### src/rtl/result_tx_framer.sv
// Serialises finished lane results as 5-byte frames (SOF, SEQ, CENTER, CONF, CHK)
// on a valid/ready byte stream, with one pending slot and overrun accounting.
module result_tx_framer #(
    parameter logic [7:0] SOF_BYTE = 8'hA5,
    parameter int         DATA_W   = 8
) (
    input  logic              clk,
    input  logic              rst,
    input  logic              done_signal,
    input  logic [DATA_W-1:0] center,
    input  logic [DATA_W-1:0] confidence,
    output logic [DATA_W-1:0] tx_data,
    output logic              tx_valid,
    input  logic              tx_ready,
    output logic              busy,
    output logic              overrun,
    output logic [7:0]        overrun_cnt,
    input  logic              overrun_clr
);

    typedef enum logic [2:0] {
        S_IDLE,
        S_SOF,
        S_SEQ,
        S_CTR,
        S_CONF,
        S_CHK
    } state_t;

    state_t            r_state,     w_state;
    logic [7:0]        r_seq,       w_seq;
    logic [7:0]        r_actSeq,    w_actSeq;
    logic [DATA_W-1:0] r_actCtr,    w_actCtr;
    logic [DATA_W-1:0] r_actConf,   w_actConf;
    logic              r_pendValid, w_pendValid;
    logic [DATA_W-1:0] r_pendCtr,   w_pendCtr;
    logic [DATA_W-1:0] r_pendConf,  w_pendConf;
    logic [DATA_W-1:0] r_txData,    w_txData;
    logic              r_txValid,   w_txValid;
    logic              r_overrun,   w_overrun;
    logic [7:0]        r_ovCnt,     w_ovCnt;

    logic              w_accept;
    logic              w_load;
    logic              w_doneTaken;
    logic              w_promote;
    logic              w_drop;
    logic [DATA_W-1:0] w_loadCtr;
    logic [DATA_W-1:0] w_loadConf;

    always_ff @(posedge clk or negedge rst) begin
        if (!rst) begin
            r_state     <= S_IDLE;
            r_seq       <= '0;
            r_actSeq    <= '0;
            r_actCtr    <= '0;
            r_actConf   <= '0;
            r_pendValid <= 1'b0;
            r_pendCtr   <= '0;
            r_pendConf  <= '0;
            r_txData    <= '0;
            r_txValid   <= 1'b0;
            r_overrun   <= 1'b0;
            r_ovCnt     <= '0;
        end else begin
            r_state     <= w_state;
            r_seq       <= w_seq;
            r_actSeq    <= w_actSeq;
            r_actCtr    <= w_actCtr;
            r_actConf   <= w_actConf;
            r_pendValid <= w_pendValid;
            r_pendCtr   <= w_pendCtr;
            r_pendConf  <= w_pendConf;
            r_txData    <= w_txData;
            r_txValid   <= w_txValid;
            r_overrun   <= w_overrun;
            r_ovCnt     <= w_ovCnt;
        end
    end

    // tx_data is computed one byte ahead so that both stream outputs come straight from flops.
    always_comb begin
        w_state     = r_state;
        w_seq       = r_seq;
        w_actSeq    = r_actSeq;
        w_actCtr    = r_actCtr;
        w_actConf   = r_actConf;
        w_pendValid = r_pendValid;
        w_pendCtr   = r_pendCtr;
        w_pendConf  = r_pendConf;
        w_txData    = r_txData;
        w_txValid   = r_txValid;
        w_overrun   = r_overrun;
        w_ovCnt     = r_ovCnt;
        w_accept    = r_txValid && tx_ready;
        w_load      = 1'b0;
        w_doneTaken = 1'b0;
        w_promote   = 1'b0;
        w_drop      = 1'b0;
        w_loadCtr   = center;
        w_loadConf  = confidence;

        case (r_state)
            S_IDLE: begin
                if (done_signal) begin
                    w_load      = 1'b1;
                    w_doneTaken = 1'b1;
                end
            end
            S_SOF: begin
                if (w_accept) begin
                    w_state  = S_SEQ;
                    w_txData = r_actSeq;
                end
            end
            S_SEQ: begin
                if (w_accept) begin
                    w_state  = S_CTR;
                    w_txData = r_actCtr;
                end
            end
            S_CTR: begin
                if (w_accept) begin
                    w_state  = S_CONF;
                    w_txData = r_actConf;
                end
            end
            S_CONF: begin
                if (w_accept) begin
                    w_state  = S_CHK;
                    w_txData = r_actSeq ^ r_actCtr ^ r_actConf;
                end
            end
            S_CHK: begin
                if (w_accept) begin
                    if (r_pendValid) begin
                        w_load      = 1'b1;
                        w_promote   = 1'b1;
                        w_loadCtr   = r_pendCtr;
                        w_loadConf  = r_pendConf;
                        w_pendValid = 1'b0;
                    end else if (done_signal) begin
                        w_load      = 1'b1;
                        w_doneTaken = 1'b1;
                    end else begin
                        w_state   = S_IDLE;
                        w_txValid = 1'b0;
                        w_txData  = '0;
                    end
                end
            end
            default: begin
                w_state   = S_IDLE;
                w_txValid = 1'b0;
                w_txData  = '0;
            end
        endcase

        // SEQ is only consumed when a result reaches the active registers.
        if (w_load) begin
            w_actSeq  = r_seq;
            w_actCtr  = w_loadCtr;
            w_actConf = w_loadConf;
            w_seq     = r_seq + 8'd1;
            w_state   = S_SOF;
            w_txValid = 1'b1;
            w_txData  = SOF_BYTE;
        end

        if (done_signal && !w_doneTaken) begin
            if (!r_pendValid || w_promote) begin
                w_pendValid = 1'b1;
                w_pendCtr   = center;
                w_pendConf  = confidence;
            end else begin
                w_drop = 1'b1;
            end
        end

        if (w_drop) begin
            w_overrun = 1'b1;
            if (overrun_clr)
                w_ovCnt = 8'd1;
            else if (r_ovCnt != 8'hFF)
                w_ovCnt = r_ovCnt + 8'd1;
        end else if (overrun_clr) begin
            w_overrun = 1'b0;
            w_ovCnt   = '0;
        end
    end

    assign tx_data     = r_txData;
    assign tx_valid    = r_txValid;
    assign busy        = (r_state != S_IDLE) || r_pendValid;
    assign overrun     = r_overrun;
    assign overrun_cnt = r_ovCnt;

endmodule

### config.mk
export PLATFORM = sky130hd
export DESIGN_NAME = result_tx_framer
export DESIGN_NICKNAME = d
export VERILOG_FILES = /design/src/rtl/result_tx_framer.sv
export SDC_FILE = /design/constraint.sdc
export NUM_CORES = 1
export LEC_CHECK = 0
export ABC_CLOCK_PERIOD_IN_PS = 2600
export BUFFER_PORTS_ARGS = -buffer_cell sky130_fd_sc_hd__buf_4
export CAP_MARGIN = 5
export CELL_PAD_IN_SITES_DETAIL_PLACEMENT = 0
export CELL_PAD_IN_SITES_GLOBAL_PLACEMENT = 1
export CORE_MARGIN = 4
export CORE_UTILIZATION = 44
export CTS_BUF_LIST = sky130_fd_sc_hd__clkbuf_16
export DETAILED_ROUTE_END_ITERATION = 6
export PLACE_DENSITY_LB_ADDON = 0.1
export SLEW_MARGIN = 10
export SYNTH_ARGS = -nofsm -noshare
export SYNTH_HDL_FRONTEND = slang
export SYNTH_SLANG_ARGS = --single-unit
export TNS_END_PERCENT = 20
### constraint.sdc
create_clock -name clk -period 2.6 [get_ports clk]
set_input_delay 0 -clock clk [delete_from_list [all_inputs] [get_ports clk]]
set_output_delay 0 -clock clk [all_outputs]
set_load 0.02 [all_outputs]
==> results.yml <==
global_routing:
  grt_antenna_before_repair: 0
  grt_pass1_vias: 2566
  track_usage_pct: 16.70
  grt_overflow: 0
  grt_max_degree: 71
  grt_pass1_wl_um: 13140
floorplanning:
  die_area_mm2: 0.009751
  die_width_um: 98.75
  coreArea_mm2: 0.007848
  placementRows: 32
  die_h_um: 98.75
  ios: 40
  start_util_pct: 46.17
worst_setup_path:
  rrSetupSlack_ns: 0.49
  cp_max_fo: 16
  cp-end-kind: "flop"
  critical_path_arrival_ns: 2.33
  ff2ff_path_depth: 5
  r2r-end: "r_pendConf[2]"
  startpoint_type: "flop"
  worstSetupPathType: "flop to flop"
  required_ns: 2.82
  reg2reg_from: "r_state[2]"
timing:
  max_freq_mhz: 474.0
  slew_headroom_pct: 41.39
  fin_tns_setup_ns: 0
  maxSlewViolCount: 0
  min_period_over_period_pct: 81.14
  setup_viol: 0
  worstMarginPinSlew_ns: 0.8791
  hold_viol: 0
  finClkSkew_ns: 0.007021
  rsz0062_at_grt: "no"
  layout_min_cycle_time_ns: 2.110
route:
  drtIter0Drc: 101
  totalWireLength_um: 7760
  drt.antenna.violating_nets: 0
  vias_per_cell: 5.484
  drc: 0
  vias: 2665
  dr.pass1.iters: 4
  routedWlPerCell_um: 15.97
clock_network:
  h-tree-depth: 3
  cts_tree: "built"
  ctsResizeCount: 0
  hold_buffers: 18
  cts.sinks: 70
  root_buffer: "clkbuf_16"
  clockBufferDepth: 2
  cts.clk_slew.worst_paths_ns: 0.06
  cts_buffers: 9
  post_cts_buffers: 0
  insertion_delay_ns: 0.33
layout:
  fin_util_pct: 56.78
  drive_gt1_share_pct: 27.08
  syn_to_final_growth_pct: 22.96
  num_antenna_cells: 0
  nets: 402
  nFillCells: 712
yosys:
  synth_common_cells: "70 x dfrtp_1, 24 x mux2_2, 24 x nand3_1, 24 x o21ai_0, 20 x mux2i_1"
  postSynth.asyncResetShare_pct: 100.0
  syn_area_mm2: 0.003623
  avgSynthCellArea_um2: 11.22
  synth-seq-area-share_pct: 48.34
  synth.distinct_cells: 45
  synth_ff_type: "dfrtp_1"
  ys_warn_count: 0
  synth-seq-cells: 70
  synth-edff-count: 0
  yosysTopAreaCell: "dfrtp_1"
  syn_inst: 323
  netlist.area_leader.share_pct: 48.34
  synth.most_common_cell: "dfrtp_1"
  yosys-top-cells-area: "dfrtp_1 48%, mux2_2 7.5%, mux2i_1 5.5%"
  synth.net_count: 346
power:
  vdd_drop_max_uv: 507.2
  p_per_area_mw_per_mm2: 1141
  p_leak_nw: 1.952
place:
  place.gp.congestion: 0.7888
  portBuffers: 39
  dp_hpwl_um: 5258
hold_path:
  holdPathEnd: "r_state[0]"
  min_from: "done_signal"
  holdCritPathClass: "primary input to flop"
  hold_path_depth: 3
flow_run:
  cap_violations: 0
outcome:
  status: "finished, final reports clean"
[flip-flops by register name, indices dropped and copies added (netlist names), 3 cells and up]
name	cells
overrun_cnt	8
r_actConf	8
r_actCtr	8
r_actSeq	8
r_pendConf	8
r_pendCtr	8
r_seq	8
r_state	3
tx_data	8
[stage by stage]
stage / worst slack, ns / power (mW) / instances / instance area (µm²) / hold WS (ns)
3_5_place_dp: 0.5180 / 3.967 / 452 / 4003 / 0.1872
5_1_grt: 0.4151 / 5.445 / 486 / 4456 / 0.05250
6_report: 0.4903 / 5.083 / 486 / 4456 / 0.05047
2_1_floorplan: 0.6058 / 3.402 / 323 / 3623 / -0.2956
3_3_place_gp: 0.5381 / 3.928 / 452 / 4003 / 0.1844
4_1_cts: 0.5022 / 5.126 / 486 / 4456 / 0.03296
[layout make-up]
class	count	area [µm²]	share of cell area, %
Inverter	7	26.28	0.5897
Clock inverter	7	47.55	1.067
Multi-Input combinational cell	225	1737	38.98
Sequential cell	70	1752	39.31
Clock buffer	9	225.2	5.055
Timing Repair Buffer	66	540.5	12.13
Tap cell	102	127.6	2.864
[worst max-delay path, cell delays in order (launching register included)]
cell and delay [ns]:
dfrtp_1 0.55, and4_4 0.29, and3_4 0.20, o31ai_4 0.26
buf_4 0.32, mux2_2 0.37
[per-layer routing]
layer	up-vias	part of all wire (%)	GRT usage, %
li1	1297	-	-
met1	1305	48	23.25
met2	53	47	25.00
met3	10	4.0	4.388
met4	0	1.3	6.303
met5	-	0	0
[worst max path at each step]
stage	cells past startpoint	slack, ns	end	startpoint
6_report	5	0.49	r_pendConf[2]	r_state[2]
5_1_grt	5	0.42	tx_data[4]	r_state[2]
4_1_cts	5	0.50	r_pendConf[4]	r_state[2]
3_5_place_dp	5	0.52	r_pendConf[2]	r_state[2]
3_3_place_gp	5	0.54	r_pendConf[2]	r_state[2]
2_1_floorplan	6	0.61	r_pendConf[5]	tx_valid
[power breakdown]
group | total [mW] | internal (mW) | switching (mW) | leakage, nW
logic | 2.01 | 1.04 | 0.976 | 0.937
registers | 1.95 | 1.52 | 0.430 | 0.883
clock network | 1.12 | 0.646 | 0.477 | 0.132
[kinds of logic after synthesis]
kind of cell	Yosys count	share of synthesized area (%)
AND/OR/NAND/NOR	66	9.876
AO/OA/AOI/OAI	79	14.33
XOR/XNOR	24	5.801
multiplexers	54	17.13
flip-flops	70	48.34
adder cells (fa/ha/maj)	2	0.6905
buffers and inverters	28	3.833
[layout by cell type, fill, tap and decap left out, types with 3 or more instances in the layout]
cell type      synthesis  final
nor2b_1                4      4
clkbuf_16              0      9
mux2_2                24     24
nand3_1               24     24
clkinv_2               0      3
dlygate4sd3_1          0     18
mux2i_1               20     20
xor2_1                 6      6
o31ai_1                3      3
nor2_1                10     10
a31oi_1                4      4
xnor2_1               18     18
dfrtp_1               70     70
a22oi_1                9      9
a21oi_1               19     18
or4_1                  3      3
inv_1                  6      6
o2bb2ai_1              9      9
o21ai_0               24     23
nor3_1                 3      3
mux2_4                10     10
nand2_1                7      7
buf_4                  2     48
(Power assumes the default switching activity.)
